<file path="src/rtl/riscv_ctrl_pkg.sv">
// Shared encodings for the multi-cycle RV32I control FSM:
// states, opcodes, mux selects, ALU ops and trap causes.
package riscv_ctrl_pkg;

    typedef enum logic [3:0] {
        S_IDLE     = 4'd0,
        S_FETCH    = 4'd1,
        S_DECODE   = 4'd2,
        S_MEMADR   = 4'd3,
        S_MEMREAD  = 4'd4,
        S_MEMWB    = 4'd5,
        S_MEMWRITE = 4'd6,
        S_EXECR    = 4'd7,
        S_EXECI    = 4'd8,
        S_ALUWB    = 4'd9,
        S_BEQ      = 4'd10,
        S_JAL      = 4'd11,
        S_TRAP     = 4'd12
    } state_e;

    localparam logic [6:0] OPC_LOAD   = 7'b0000011;
    localparam logic [6:0] OPC_STORE  = 7'b0100011;
    localparam logic [6:0] OPC_OP     = 7'b0110011;
    localparam logic [6:0] OPC_OP_IMM = 7'b0010011;
    localparam logic [6:0] OPC_BRANCH = 7'b1100011;
    localparam logic [6:0] OPC_JAL    = 7'b1101111;

    localparam logic [1:0] SRCA_PC    = 2'd0;
    localparam logic [1:0] SRCA_RS1   = 2'd1;
    localparam logic [1:0] SRCA_OLDPC = 2'd2;

    localparam logic [1:0] SRCB_RS2  = 2'd0;
    localparam logic [1:0] SRCB_FOUR = 2'd1;
    localparam logic [1:0] SRCB_IMM  = 2'd2;

    localparam logic [1:0] RES_ALUOUT = 2'd0;
    localparam logic [1:0] RES_MDR    = 2'd1;
    localparam logic [1:0] RES_ALU    = 2'd2;

    localparam logic [1:0] ALU_ADD   = 2'b00;
    localparam logic [1:0] ALU_SUB   = 2'b01;
    localparam logic [1:0] ALU_FUNCT = 2'b10;

    localparam logic [1:0] CAUSE_NONE    = 2'b00;
    localparam logic [1:0] CAUSE_ILLEGAL = 2'b01;
    localparam logic [1:0] CAUSE_TIMEOUT = 2'b10;

endpackage

</file>
<file path="src/rtl/riscv_multicycle_ctrl_timer.sv">
// Memory wait watchdog: counts stalled request cycles and flags
// expiry on the TIMEOUT_CYCLES-th one (0 disables it).
module ctrl_mem_wait_timer #(
    parameter int TIMEOUT_CYCLES = 255
) (
    input  logic clk,
    input  logic reset,
    input  logic clear,
    input  logic count_en,
    output logic expired
);

    localparam int CW = (TIMEOUT_CYCLES > 1) ? $clog2(TIMEOUT_CYCLES) : 1;
    localparam logic [CW-1:0] LIMIT =
        CW'((TIMEOUT_CYCLES > 0) ? TIMEOUT_CYCLES - 1 : 0);

    logic [CW-1:0] count_q;

    always_ff @(posedge clk or negedge reset) begin
        if (!reset) begin
            count_q <= '0;
        end else if (clear) begin
            count_q <= '0;
        end else if (count_en) begin
            count_q <= count_q + 1'b1;
        end
    end

    // count_q holds stalls already seen, so this is the limit cycle
    assign expired = (TIMEOUT_CYCLES != 0) && count_en && (count_q == LIMIT);

endmodule

</file>
<file path="src/rtl/riscv_multicycle_ctrl.sv">
// Multi-cycle RV32I control FSM with shared memory port and wait trap.
// Define RISCV_CTRL_INSTRET_EN to build the retired-instruction counter.
module riscv_multicycle_ctrl
    import riscv_ctrl_pkg::*;
#(
    parameter int TIMEOUT_CYCLES = 255,
    parameter int INSTRET_W      = 32
) (
    input  logic                 clk,
    input  logic                 reset,
    input  logic [6:0]           opcode,
    input  logic                 zero,
    input  logic                 mem_ready,
    output logic                 mem_req,
    output logic                 mem_we,
    output logic                 iord,
    output logic                 ir_write,
    output logic                 pc_write,
    output logic                 pc_write_cond,
    output logic                 reg_write,
    output logic [1:0]           alu_src_a,
    output logic [1:0]           alu_src_b,
    output logic [1:0]           alu_op,
    output logic [1:0]           result_src,
    output logic [3:0]           state_out,
    output logic                 trap,
    output logic [1:0]           trap_cause,
    output logic [INSTRET_W-1:0] instret
);

    state_e     state_q, state_d;
    logic [1:0] cause_q, cause_d;
    logic       expired, wait_clear, wait_en;
    logic       unused_zero;

    // zero is consumed by the datapath through pc_write_cond
    assign unused_zero = zero;

    always_comb begin
        state_d = state_q;
        cause_d = cause_q;
        unique case (state_q)
            S_IDLE:     state_d = S_FETCH;
            S_FETCH: begin
                if (mem_ready) begin
                    state_d = S_DECODE;
                end else if (expired) begin
                    state_d = S_TRAP;
                    cause_d = CAUSE_TIMEOUT;
                end
            end
            S_DECODE: begin
                unique case (opcode)
                    OPC_LOAD, OPC_STORE: state_d = S_MEMADR;
                    OPC_OP:              state_d = S_EXECR;
                    OPC_OP_IMM:          state_d = S_EXECI;
                    OPC_BRANCH:          state_d = S_BEQ;
                    OPC_JAL:             state_d = S_JAL;
                    default: begin
                        state_d = S_TRAP;
                        cause_d = CAUSE_ILLEGAL;
                    end
                endcase
            end
            S_MEMADR:
                state_d = (opcode == OPC_LOAD) ? S_MEMREAD : S_MEMWRITE;
            S_MEMREAD, S_MEMWRITE: begin
                if (mem_ready) begin
                    state_d = (state_q == S_MEMREAD) ? S_MEMWB : S_FETCH;
                end else if (expired) begin
                    state_d = S_TRAP;
                    cause_d = CAUSE_TIMEOUT;
                end
            end
            S_MEMWB:    state_d = S_FETCH;
            S_EXECR:    state_d = S_ALUWB;
            S_EXECI:    state_d = S_ALUWB;
            S_ALUWB:    state_d = S_FETCH;
            S_BEQ:      state_d = S_FETCH;
            S_JAL:      state_d = S_ALUWB;
            S_TRAP:     state_d = S_TRAP;
            default:    state_d = S_TRAP;
        endcase
    end

    always_ff @(posedge clk or negedge reset) begin
        if (!reset) begin
            state_q <= S_IDLE;
            cause_q <= CAUSE_NONE;
        end else begin
            state_q <= state_d;
            cause_q <= cause_d;
        end
    end

    always_comb begin
        mem_req       = 1'b0;
        mem_we        = 1'b0;
        iord          = 1'b0;
        ir_write      = 1'b0;
        pc_write      = 1'b0;
        pc_write_cond = 1'b0;
        reg_write     = 1'b0;
        alu_src_a     = SRCA_PC;
        alu_src_b     = SRCB_RS2;
        alu_op        = ALU_ADD;
        result_src    = RES_ALUOUT;
        trap          = 1'b0;
        unique case (state_q)
            S_FETCH: begin
                mem_req    = 1'b1;
                alu_src_b  = SRCB_FOUR;
                result_src = RES_ALU;
                ir_write   = mem_ready;
                pc_write   = mem_ready;
            end
            S_DECODE: begin
                alu_src_a = SRCA_OLDPC;
                alu_src_b = SRCB_IMM;
            end
            S_MEMADR: begin
                alu_src_a = SRCA_RS1;
                alu_src_b = SRCB_IMM;
            end
            S_MEMREAD: begin
                mem_req = 1'b1;
                iord    = 1'b1;
            end
            S_MEMWB: begin
                reg_write  = 1'b1;
                result_src = RES_MDR;
            end
            S_MEMWRITE: begin
                mem_req = 1'b1;
                mem_we  = 1'b1;
                iord    = 1'b1;
            end
            S_EXECR: begin
                alu_src_a = SRCA_RS1;
                alu_op    = ALU_FUNCT;
            end
            S_EXECI: begin
                alu_src_a = SRCA_RS1;
                alu_src_b = SRCB_IMM;
                alu_op    = ALU_FUNCT;
            end
            S_ALUWB:    reg_write = 1'b1;
            S_BEQ: begin
                alu_src_a     = SRCA_RS1;
                alu_op        = ALU_SUB;
                pc_write_cond = 1'b1;
            end
            S_JAL: begin
                alu_src_a = SRCA_OLDPC;
                alu_src_b = SRCB_FOUR;
                pc_write  = 1'b1;
            end
            S_TRAP:     trap = 1'b1;
            default: ;
        endcase
    end

    assign state_out  = state_q;
    assign trap_cause = cause_q;

    assign wait_en    = mem_req & ~mem_ready;
    assign wait_clear = (state_d != state_q) &&
                        (state_d inside {S_FETCH, S_MEMREAD, S_MEMWRITE});

    ctrl_mem_wait_timer #(
        .TIMEOUT_CYCLES(TIMEOUT_CYCLES)
    ) u_wait_timer (
        .clk     (clk),
        .reset   (reset),
        .clear   (wait_clear),
        .count_en(wait_en),
        .expired (expired)
    );

`ifdef RISCV_CTRL_INSTRET_EN
    logic [INSTRET_W-1:0] instret_q;
    logic                 retire;

    assign retire = (state_d == S_FETCH) &&
                    (state_q inside {S_MEMWB, S_MEMWRITE, S_ALUWB, S_BEQ});

    always_ff @(posedge clk or negedge reset) begin
        if (!reset) begin
            instret_q <= '0;
        end else if (retire) begin
            instret_q <= instret_q + 1'b1;
        end
    end

    assign instret = instret_q;
`else
    assign instret = '0;
`endif

endmodule
</file>
<file path="config.mk">
export PLATFORM = sky130hd
export DESIGN_NAME = riscv_multicycle_ctrl
export DESIGN_NICKNAME = d
export VERILOG_FILES = /design/src/rtl/riscv_ctrl_pkg.sv /design/src/rtl/riscv_multicycle_ctrl_timer.sv /design/src/rtl/riscv_multicycle_ctrl.sv
export SDC_FILE = /design/constraint.sdc
export NUM_CORES = 1
export LEC_CHECK = 0
export ABC_AREA = 1
export BUFFER_PORTS_ARGS = -buffer_cell sky130_fd_sc_hd__buf_4
export CORE_MARGIN = 2
export CORE_UTILIZATION = 45
export DETAILED_ROUTE_END_ITERATION = 8
export PLACE_DENSITY = 0.78
export REMOVE_ABC_BUFFERS = 1
export SYNTH_ARGS = -nofsm -noshare
export SYNTH_HDL_FRONTEND = slang
export SYNTH_HIERARCHICAL = 1
export SYNTH_SLANG_ARGS = --single-unit
</file>
<file path="constraint.sdc">
create_clock -name clk -period 7.3 [get_ports clk]
set_input_delay 0.365 -clock clk [delete_from_list [all_inputs] [get_ports clk]]
set_output_delay 0.365 -clock clk [all_outputs]
set_load 0.03 [all_outputs]
</file>
* Word level (Yosys, flattened, before mapping)
Index checks and enable logic that the tools add are counted.
Storage, ports and cells: input bits 11, output and inout port bits 54, logic and storage cells 76, flip-flop bits (word level) 14
Operators by class: reductions and logical operators 19, $add $sub $neg 1, bitwise gates (word level) 2, equal/unequal tests 26, multiplexer cells 25
Operators with widths (count):
- 4-bit by 3-bit == test with 1-bit output, second input constant | 6
- 4-bit case mux with 6 select lines | 1
- 4-bit == test, second input constant | 5
- 2-bit case mux with 2 select lines | 5
- 4-bit case mux with 5 select lines | 1
- 8-bit 2-to-1 mux | 2
- 7-bit by 6-bit == test with 1-bit output, second input constant | 2
- 7-bit == test, second input constant | 2
- 4-bit 2-to-1 mux | 3
- 2-bit OR reduction | 6
- 3-bit OR reduction | 3
- 8-bit by 1-bit adder with 8-bit output, second input constant | 1
- 4-bit by 1-bit == test with 1-bit output, second input constant | 2
- 4-bit by 2-bit == test with 1-bit output, second input constant | 2
- 8-bit == test, second input constant | 1
- 2-bit 2-to-1 mux | 4
- 4-bit OR reduction | 2
- 7-bit by 2-bit == test with 1-bit output, second input constant | 1
- 7-bit by 5-bit == test with 1-bit output, second input constant | 1
- 1-bit 2-to-1 mux | 7
- 6-bit OR reduction | 1
- 4-bit zero test | 1
- 2-bit inequality test, second input constant | 2
- 4-bit inequality test | 1
- other kinds (9) | 11

* Longest topological paths before layout
Gate-level depths: netlist (run 1).
depth in word-level cells 12, depth in mapped cells 22, depth with buffers taken out 22

* Hierarchy
The synthesis (run 1) kept the hierarchy.
By module, submodules not included:
- riscv_multicycle_ctrl | times used 1, area each 933.4 um^2, sequential area each 150.1 um^2, cells each 162
- ctrl_mem_wait_timer | times used 1, area each 474.2 um^2, sequential area each 200.2 um^2, cells each 64

* Worst setup path before layout (run 1)
Ideal clock, no wire load.
kind reg-to-reg, start point register state_q[0], in the netlist state_out[0], end point register u_wait_timer.count_q[7], period minus slack after synthesis 3307 ps, cell stages (with the launch flop) 21, path slack 3993 ps, data arrival time 3190 ps, required time 7183 ps, path buffers 1, setup time 117 ps, cell sequence dfrtp_1 buf_4 nand2_1 nor2_2 nor2_2 nor2_1 nand3_1 nor3_1 o21ai_0 nand2_1 nor2_1 nor2_1 o211ai_1 nand2_1 nand3_1 nor2_1 nor2_4 nor2_4 nand3_1 nand2_1 nor2_1
Between the ends: longest elaborated chain between the ends 12, elaborated cells between the ends (all ways) 32, classes of those cells 15 x eq/ne; 7 x mux; 1 x bitwise; 9 x reduce/logical
RTL lines:
- from (decl) | line riscv_multicycle_ctrl.sv:31 | state_e state_q, state_d;
- from (signal assigned) | line riscv_multicycle_ctrl.sv:91 | state_q <= state_d;
- 4-bit by 3-bit == test with 1-bit output or 4-bit by 1-bit == test with 1-bit output (tied branches) | line riscv_multicycle_ctrl.sv:109 | unique case (state_q)
- 3-bit OR reduction (no source line) *
- 1-bit 2-to-1 mux * | line riscv_multicycle_ctrl.sv:109
- 1-bit bitwise AND * | line riscv_multicycle_ctrl.sv:166 | assign wait_en = mem_req & ~mem_ready;
- net wait_en | line riscv_multicycle_ctrl.sv:33 | logic expired, wait_clear, wait_en;
- 1-bit logical AND * | line riscv_multicycle_ctrl_timer.sv:30 | assign expired = (TIMEOUT_CYCLES != 0) && count_en && (count_q == LIMIT);
- net expired | line riscv_multicycle_ctrl.sv:33
- 4-bit 2-to-1 mux * | line riscv_multicycle_ctrl.sv:47, riscv_multicycle_ctrl.sv:70
- 4-bit 2-to-1 mux, on equally long branches | line riscv_multicycle_ctrl.sv:68, riscv_multicycle_ctrl.sv:45
- 4-bit case mux with 6 select lines * | line riscv_multicycle_ctrl.sv:42 | unique case (state_q)
- 4-bit by 1-bit == test with 1-bit output or 4-bit by 3-bit == test with 1-bit output (tied branches) | line riscv_multicycle_ctrl.sv:168 | (state_d inside {S_FETCH, S_MEMREAD, S_MEMWRITE});
- 3-bit nonzero test | line riscv_multicycle_ctrl.sv:168
- 1-bit logical AND * | line riscv_multicycle_ctrl.sv:167 | assign wait_clear = (state_d != state_q) &&
- net wait_clear | line riscv_multicycle_ctrl.sv:33
- 8-bit 2-to-1 mux or 2-bit nonzero test (tied branches)
- to (signal assigned) | line riscv_multicycle_ctrl_timer.sv:25 | count_q <= count_q + 1'b1;
- to (decl) | line riscv_multicycle_ctrl_timer.sv:17 | logic [CW-1:0] count_q;
The timed path passes the listed nets; every way through them passes the cells marked *. A chain may end at the register's enable or synchronous reset.

* Worst setup path in the final report (run 1)
start point register state_q[3], in the netlist state_out[3], end point register u_wait_timer.count_q[5]
The elaborated chain is that of the path after synthesis.

==> results.cfg, run 1 <==
[layout]
seqCellArea_sq_um = 350
drive_above_1_share_pct = 18.9
area_growth_pct = 12.9
nNetsFinal = 273
multi_input_area_sq_um = 806
num_antenna_cells = 0
fillers = 316

[sta]
slew_headroom_pct = 63.8
max_freq_mhz = 293
slew_viol_final = 0
fin_skew_ns = 0.00316
tightest_slew_ns = 0.538
final-hold-violation-count = 0
setup_viol = 0
whs_ns = 0.458
setup_tns_ns = 0
fin_crit_sh_pct = 46.8
period_needed_ns = 3.41
rsz0062_at_grt = no
setup_slack_ns = 3.89

[synthesis]
async_flop_share_pct = 100
synth_ff_type = dfrtp_1
syn_area_per_cell_sq_um = 6.23
ys_seq_area_share_pct = 24.9
synth_cell_type_count = 21
netlist_instances = 226
synth_area_sq_um = 1410
ys_warn_count = 6
synth_seq_cells = 14
synth-edff-count = 0

[die]
rows = 20
die_h_microns = 59.9
die_area_sq_um = 3590
pin_count = 65
design.core.area_sq_um = 3000
die_x_microns = 59.9
start_util_pct = 46.9

[power]
total_power_mw = 0.171
ir_worst_vdd_mv = 0.0475
p_sw_mw = 0.0561
powerDensity_nw_per_um2 = 108
p_seq_share_pct = 46.8
leakage_nw = 0.932
pwr-share-clk_pct = 32.4
intPower_mw = 0.115
switching_share_pct = 32.7
comb_power_share_pct = 20.8

[routing]
m1WireLength_microns = 1200
vias = 1353
route.met3.wl_microns = 174
drt_pass1_iterations = 4
wl_per_cell_microns = 9.35
vias_per_cell = 4.63
wl_microns = 2730
dr_wl_met2_microns = 1310
drc = 0
drt_iter0_markers = 60
highest_layer = met4
ant_nets = 0

[placed_design]
place_hpwl_microns = 2250
dp_slack_ns = 3.91
gp_congestion = 0.871
place.port_buffers = 31

[critical_path]
worstSetupPathType = reg -> reg
cp-start-kind = register
r2r_cells = 20
timing.rr.start = state_out[3]
crit_arrival_ns = 3.60
r2r-end = u_wait_timer/count_q[5]
cp_max_fo = 6
crit_required_ns = 7.48
r2r_setup_slack_ns = 3.89
endpoint_kind = register

[clock_tree]
cts_root_buffer = clkbuf_4
cts-buffers-inserted = 3
htreeDepth = 1
hold_buffers = 1
clock_sinks = 14
cts_tree = built
post-cts-setup-buffer-count = 0
clockBufferDepth = 2
cts.reportedPaths.clkPinSlew_ns = 0.08
ctsResizeCount = 0
clk_latency_ns = 0.28

[global_route]
first_global_vias = 1087
grtUsageTotal_pct = 15.6
grt_max_degree = 15
overflow = 0
grt_pass1_wl_microns = 4370
antenna_found_initial = 0

[flow_run]
cap_violations = 0

[worst_hold_path]
min_path_type = in -> async

[outcome]
status = completed
## stage by stage
stage	std cells	cell area, sq um	utilization (%)
after floorplan	223	1270	-
after global placement	287	1540	51.4
after detailed placement	287	1540	51.4
after CTS	292	1590	52.9
after global routing	292	1590	52.9
final	292	1590	52.9
## how the worst max path moves through the flow
stage                             from                      end  slack [ns]  cells after the start
after floorplan           state_out[0]  u_wait_timer/count_q[7]        3.96                     19
after global placement    state_out[0]  u_wait_timer/count_q[5]        3.90                     19
after detailed placement  state_out[1]  u_wait_timer/count_q[5]        3.91                     20
after CTS                 state_out[1]  u_wait_timer/count_q[5]        3.89                     20
after global routing      state_out[0]  u_wait_timer/count_q[6]        3.56                     19
final                     state_out[3]  u_wait_timer/count_q[5]        3.89                     20
## cells in the mapped netlist (2+ instances only)
cell	number	area, sq um
nor3_1	2	10.0
nor2_1	37	139
nor2_4	2	22.5
inv_1	30	113
buf_4	34	255
nand4_1	3	18.8
nand2_1	53	199
nor2_2	5	31.3
nand2_2	2	12.5
nand3_1	18	90.1
a21oi_1	8	40.0
ha_1	2	25.0
nand3_2	2	20.0
dfrtp_1	14	350
o21ai_0	8	40.0
## placed cells by master, fill, tap and decap left out
cell           Yosys  routed
a21oi_1            8       8
a21oi_2            1       1
buf_4             34      31
clkbuf_4           0       3
clkbuf_8           0       1
conb_1             1      32
dfrtp_1           14      14
dlygate4sd3_1      0       1
ha_1               2       2
inv_1             30      30
nand2_1           53      53
nand2_2            2       2
nand3_1           18      18
nand3_2            2       2
nand4_1            3       3
nor2_1            37      37
nor2_2             5       5
nor2_4             2       2
nor3_1             2       2
o211ai_1           1       1
o21ai_0            8       8
o21ai_2            1       1
or2_2              1       1
or3_1              1       1
## cells by family after synthesis
logic type,share of synthesized area (%)
DFF,24.9
AOI/OAI and AO/OA,7.47
and+or+nand+nor,39.5
adders and majority gates,1.78
other,0.266
buffers and inverters,26.1
## state kept, by name, summed over array words and instances (netlist names)
signal / cells
u_wait_timer/count_q: 8
state_out: 4
trap_cause: 2
## layer usage
metal / track usage, % / vias to the layer above
met1: 20.8 / 591
met5: 0 / -
met2: 25.8 / 52
met4: 6.67 / 0
met3: 1.30 / 4
li1: - / 706
## cell type report
cell class | count | area share (%)
multi-input cells | 179 | 50.7
flip-flops and latches | 14 | 22.0
repair buffers | 32 | 15.3
inverters | 30 | 7.09
well taps | 33 | 2.60
clock buffers | 4 | 2.28
## worst max-delay path: stages, from the launching register on
cell      delay, ns
dfrtp_1        0.45
inv_1          0.15
nand2_2        0.11
nor2_2         0.17
nor2_2         0.08
nor2_1         0.37
nand3_1        0.13
nor3_1         0.48
o21ai_0        0.17
nand2_1        0.09
nor2_1         0.04
nor2_1         0.12
o211ai_1       0.10
nand2_1        0.08
nand3_1        0.06
nor2_1         0.22
nor2_4         0.10
nor2_4         0.19
nand3_1        0.09
nand2_1        0.07
nor2_1         0.04
## power groups by stage
stage	clock [mW]	sequential, mW	combinational [mW]
after floorplan	0	0.0814	0.0277
after global placement	0	0.0818	0.0347
after detailed placement	0	0.0818	0.0348
after CTS	0.0569	0.0802	0.0354
after global routing	0.0597	0.0805	0.0395
final	0.0554	0.0802	0.0356
Power figures use the tool's default switching activity.
==> run 2: changes to the inputs <==
- clock period: 7.3 -> 3.5 ns (I/O delays scaled with it)
==> run 2 against run 1 <==
Compared with the run above: count of clock-buffer cells in the layout is the same; fmax increased by 13%; final area is 0.79% higher; routed wire length is 4.5% higher; critical endpoint is now u_wait_timer/count_q[7]; largest power group unchanged.
==> results.cfg, run 2 (same netlist as run 1, synthesis figures left out) <==
[placed_design]
gp_congestion = 0.843
place_area_sq_um = 1550
place.port_buffers = 31
place_hpwl_microns = 2280
dp_slack_ns = 0.362

[clock_tree]
htreeDepth = 1
cts_tree = built
cts_root_buffer = clkbuf_4
cts.reportedPaths.clkPinSlew_ns = 0.09
clock_sinks = 14
clk_latency_ns = 0.28
clockBufferDepth = 2
cts-buffers-inserted = 3

[critical_path]
crit_required_ns = 3.68
max_stage_delay_ns = 0.44
worstSetupPathType = reg -> reg
r2r_setup_slack_ns = 0.47
crit_arrival_ns = 3.20
r2r_cells = 20
setup.worst_path.start = state_out[1]
slowest_stage = dfrtp_1
crit_family = simple AND/OR/NAND/NOR gates
path_cells = inv_1, nand2_1, nor2_2, nor2_2, nor2_1, nand3_1, nor3_2, o21ai_0, nand2_1, nor2_1, nor2_1, o211ai_1, nand2_1, nand3_1, nor2_1, nor2_4, nor2_4, nand3_1, nand2_1, nor2_1
cp-start-kind = register
cp.depth = 20
critical_path.most_common_cell = nor2_1
cp.buffers_inverters = 1
endpoint_kind = register
cp_max_fo = 6
timing.rr.start = state_out[1]
r2r-end = u_wait_timer/count_q[7]

[layout]
nNetsFinal = 274
fin_area_sq_um = 1600
drive_above_1_share_pct = 19.6
top_register = u_wait_timer/count_q
area_growth_pct = 13.8
fillers = 310
final_cell_mix = 53 x nand2_1, 37 x nor2_1, 32 x conb_1, 32 x buf_4, 30 x inv_1
largest_register_ffs = 8
num_antenna_cells = 0
final_common_cell = nand2_1

[sta]
fin_crit_sh_pct = 86.5
slew_viol_final = 0
period_needed_ns = 3.03
final-hold-violation-count = 0
setup_viol = 0
rsz0062_at_grt = no
setup_slack_ns = 0.473
fin_skew_ns = 0.00486
setup_tns_ns = 0
max_freq_mhz = 330

[die]
die_h_microns = 59.9
start_util_pct = 46.9
die_area_sq_um = 3590
pin_count = 65
rows = 20
design.core.area_sq_um = 3000
die_x_microns = 59.9

[power]
leakage_nw = 0.938
ir_worst_vdd_mv = 0.0738
powerDensity_nw_per_um2 = 223

[routing]
vias = 1362
drt_iter0_markers = 51
ant_nets = 0
wl_per_cell_microns = 9.73
drc = 0
drt_pass1_iterations = 4
wl_microns = 2850
vias_per_cell = 4.65

[flow_run]
cap_violations = 0

[global_route]
overflow = 0
grt_pass1_wl_microns = 4810
grtUsageTotal_pct = 17.1
antenna_found_initial = 0
grt_max_degree = 15
first_global_vias = 1177

[worst_hold_path]
min_path_type = in -> async

[outcome]
status = completed
==> run 2: layout make-up <==
class	instances	area (sq um)	share of cell area, %
multi-input combinational	179	811	50.6
tap	33	41.3	2.58
clock buffer	4	36.3	2.27
inverter	30	113	7.03
timing repair buffer	33	250	15.6
sequential	14	350	21.9
==> run 2: worst max-delay path by stage <==
stage and end:
6_report u_wait_timer/count_q[7], 5_1_grt u_wait_timer/count_q[5], 4_1_cts u_wait_timer/count_q[7], 3_5_place_dp u_wait_timer/count_q[7], 3_3_place_gp u_wait_timer/count_q[5], 2_1_floorplan u_wait_timer/count_q[7]
==> run 2: stage by stage <==
| stage | power (mW) | util [%] | hold WS (ns) | std cells |
|---|---|---|---|---|
| finish | 0.357 | 53.3 | 0.274 | 293 |
| global route | 0.376 | 53.3 | 0.291 | 293 |
| CTS | 0.361 | 53.2 | 0.269 | 293 |
| detailed placement | 0.244 | 51.6 | 0.0328 | 288 |
| global placement | 0.243 | 51.6 | 0.0309 | 288 |
| floorplan | 0.228 | - | -0.121 | 223 |
==> run 2: per-layer routing <==
metal / global-route usage [%] / up-vias / part of all wire (%)
li1: - / 706 / -
met1: 22.5 / 606 / 45
met2: 29.2 / 46 / 49
met3: 1.30 / 4 / 4.2
met4: 6.03 / 0 / 0.95
met5: 0 / - / 0
==> run 2: what timing repair did <==
item                                    in CTS  in global routing
resized for setup                            0                  1
endpoints found under the setup margin       0                  2
hold buffers                                 1                  0
hold endpoints to repair                    14                  0
buffers inserted                             0                  0
==> run 2: power breakdown <==
group	internal, mW	switching, mW	leakage, nW
Sequential	0.164	0.00346	0.171
Clock	0.0633	0.0516	0.0210
Combinational	0.0129	0.0614	0.746
Total	0.240	0.116	0.938
==> run 3: changes to the inputs <==
- RECOVER_POWER: unset -> 100
==> run 3 against run 2 <==
Compared with the run above: final cell count is the same; combinational power shrank 0.8%; worst hold slack better by 0.059 ns; global-route usage unchanged; largest cell class unchanged.
==> results.cfg, run 3 (same netlist as run 1, synthesis figures left out) <==
[layout]
largest_register_ffs = 8
drive_above_1_share_pct = 10.4
fillers = 335
num_antenna_cells = 0
top_register = u_wait_timer/count_q
nNetsFinal = 274
fin_area_sq_um = 1520
final_common_cell = nand2_1
final_cell_mix = 54 x nand2_1, 41 x nor2_1, 32 x conb_1, 30 x inv_1, 19 x nand3_1
multi_input_area_sq_um = 793
seqCellArea_sq_um = 350
area_growth_pct = 7.73

[clock_tree]
cts_root_buffer = clkbuf_4
cts_tree = built
htreeDepth = 1
clock_sinks = 14
cts-buffers-inserted = 3
clk_latency_ns = 0.28
cts.reportedPaths.clkPinSlew_ns = 0.08
post-cts-setup-buffer-count = 0
clockBufferDepth = 2

[power]
intPower_mw = 0.240
p_sw_mw = 0.116
p_seq_share_pct = 47.1
powerDensity_nw_per_um2 = 234
pwr-share-clk_pct = 32.1
total_power_mw = 0.355
switching_share_pct = 32.5
leakage_nw = 0.866
ir_worst_vdd_mv = 0.0738
comb_power_share_pct = 20.7

[critical_path]
r2r-end = u_wait_timer/count_q[7]
crit_family = simple AND/OR/NAND/NOR gates
path_cells = inv_1, nand2_2, nor2_1, nor2_1, nor2_1, nand3_1, nor3_2, o21ai_0, nand2_1, nor2_1, nor2_1, o211ai_1, nand2_1, nand3_1, nor2_1, nor2_4, nor2_4, nand3_1, nand2_1, nor2_1
timing.rr.start = state_out[3]
worstSetupPathType = reg -> reg
cp-start-kind = register
endpoint_kind = register
crit_required_ns = 3.67
cp_max_fo = 6
cp.buffers_inverters = 1
crit_arrival_ns = 3.22
max_stage_delay_ns = 0.44
slowest_stage = dfrtp_1
r2r_setup_slack_ns = 0.46
critical_path.most_common_cell = nor2_1
r2r_cells = 20
setup.worst_path.start = state_out[3]

[placed_design]
gp_congestion = 0.843
place_area_sq_um = 1550
place_hpwl_microns = 2280
place.port_buffers = 31
dp_slack_ns = 0.362

[sta]
slew_viol_final = 0
slew_headroom_pct = 51.3
period_needed_ns = 3.04
rsz0062_at_grt = no
tightest_slew_ns = 0.731
final-hold-violation-count = 0
setup_viol = 0
max_freq_mhz = 329
whs_ns = 0.332
fin_crit_sh_pct = 86.9
setup_tns_ns = 0
fin_skew_ns = 0.00322
setup_slack_ns = 0.457

[worst_hold_path]
hp-start = opcode[4]
hold_depth = 5
min_to = state_out[2]
min_path_type = in -> reg

[die]
rows = 20
die_x_microns = 59.9
pin_count = 65
die_h_microns = 59.9
design.core.area_sq_um = 3000
start_util_pct = 46.9
die_area_sq_um = 3590

[global_route]
first_global_vias = 1177
overflow = 0
grt_pass1_wl_microns = 4810
grt_max_degree = 15
antenna_found_initial = 0
grtUsageTotal_pct = 17.1

[flow_run]
cap_violations = 0

[outcome]
status = completed

[routing]
drc = 0
wl_microns = 2830
wl_per_cell_microns = 9.66
ant_nets = 0
vias_per_cell = 4.65
drt_pass1_iterations = 4
vias = 1363
drt_iter0_markers = 53
[run 3: cell count changes in the layout (fill, tap and decap cells not counted)]
cell / previous run / this run
nand2_2: 2 / 1
nand2_1: 53 / 54
nor2_1: 37 / 41
nand3_2: 2 / 1
nand3_1: 18 / 19
nor2_2: 5 / 1
clkbuf_1: 0 / 18
buf_4: 32 / 14
[run 3: final cells by class]
class                      instances  share of cell area, %
timing repair buffer              33                   12.0
multi-input combinational        179                   52.3
clock buffer                       4                   2.39
inverter                          30                   7.43
tap                               33                   2.72
sequential                        14                   23.1
[run 3: worst max path at each step]
stage | endpoint | depth (start not counted)
finish | u_wait_timer/count_q[7] | 20
detailed placement | u_wait_timer/count_q[7] | 20
floorplan | u_wait_timer/count_q[7] | 19
CTS | u_wait_timer/count_q[7] | 20
global placement | u_wait_timer/count_q[5] | 20
global route | u_wait_timer/count_q[5] | 20
[run 3: metrics by stage]
step	instances	utilization (%)
2_1_floorplan	223	-
3_3_place_gp	288	51.6
3_5_place_dp	288	51.6
4_1_cts	293	53.2
5_1_grt	293	50.5
6_report	293	50.5
[run 3: power groups by stage]
stage | Sequential (mW) | Combinational (mW) | Clock, mW
2_1_floorplan | 0.170 | 0.0577 | 0
3_3_place_gp | 0.171 | 0.0724 | 0
3_5_place_dp | 0.171 | 0.0729 | 0
4_1_cts | 0.167 | 0.0740 | 0.120
5_1_grt | 0.168 | 0.0825 | 0.125
6_report | 0.167 | 0.0737 | 0.114
[run 3: what timing repair did]
| action | CTS | global route |
|---|---|---|
| endpoints found under the hold margin | 14 | 0 |
| setup endpoints to repair | 0 | 2 |
| hold buffers | 1 | 0 |
| gates resized for setup | 0 | 1 |
[run 3: worst register-to-register path, stage by stage, from the launching register on]
cell      delay (ns)
dfrtp_1         0.44
inv_1           0.15
nand2_2         0.11
nor2_1          0.18
nor2_1          0.11
nor2_1          0.15
nand3_1         0.12
nor3_2          0.32
o21ai_0         0.14
nand2_1         0.08
nor2_1          0.04
nor2_1          0.13
o211ai_1        0.11
nand2_1         0.08
nand3_1         0.06
nor2_1          0.22
nor2_4          0.11
nor2_4          0.17
nand3_1         0.10
nand2_1         0.08
nor2_1          0.04
[run 3: routing by layer]
metal	track usage, %	up-vias	share of wire, %
met5	0	-	0
li1	-	709	-
met1	22.5	604	45
met4	6.03	0	0.95
met3	1.30	4	4.7
met2	29.2	46	49
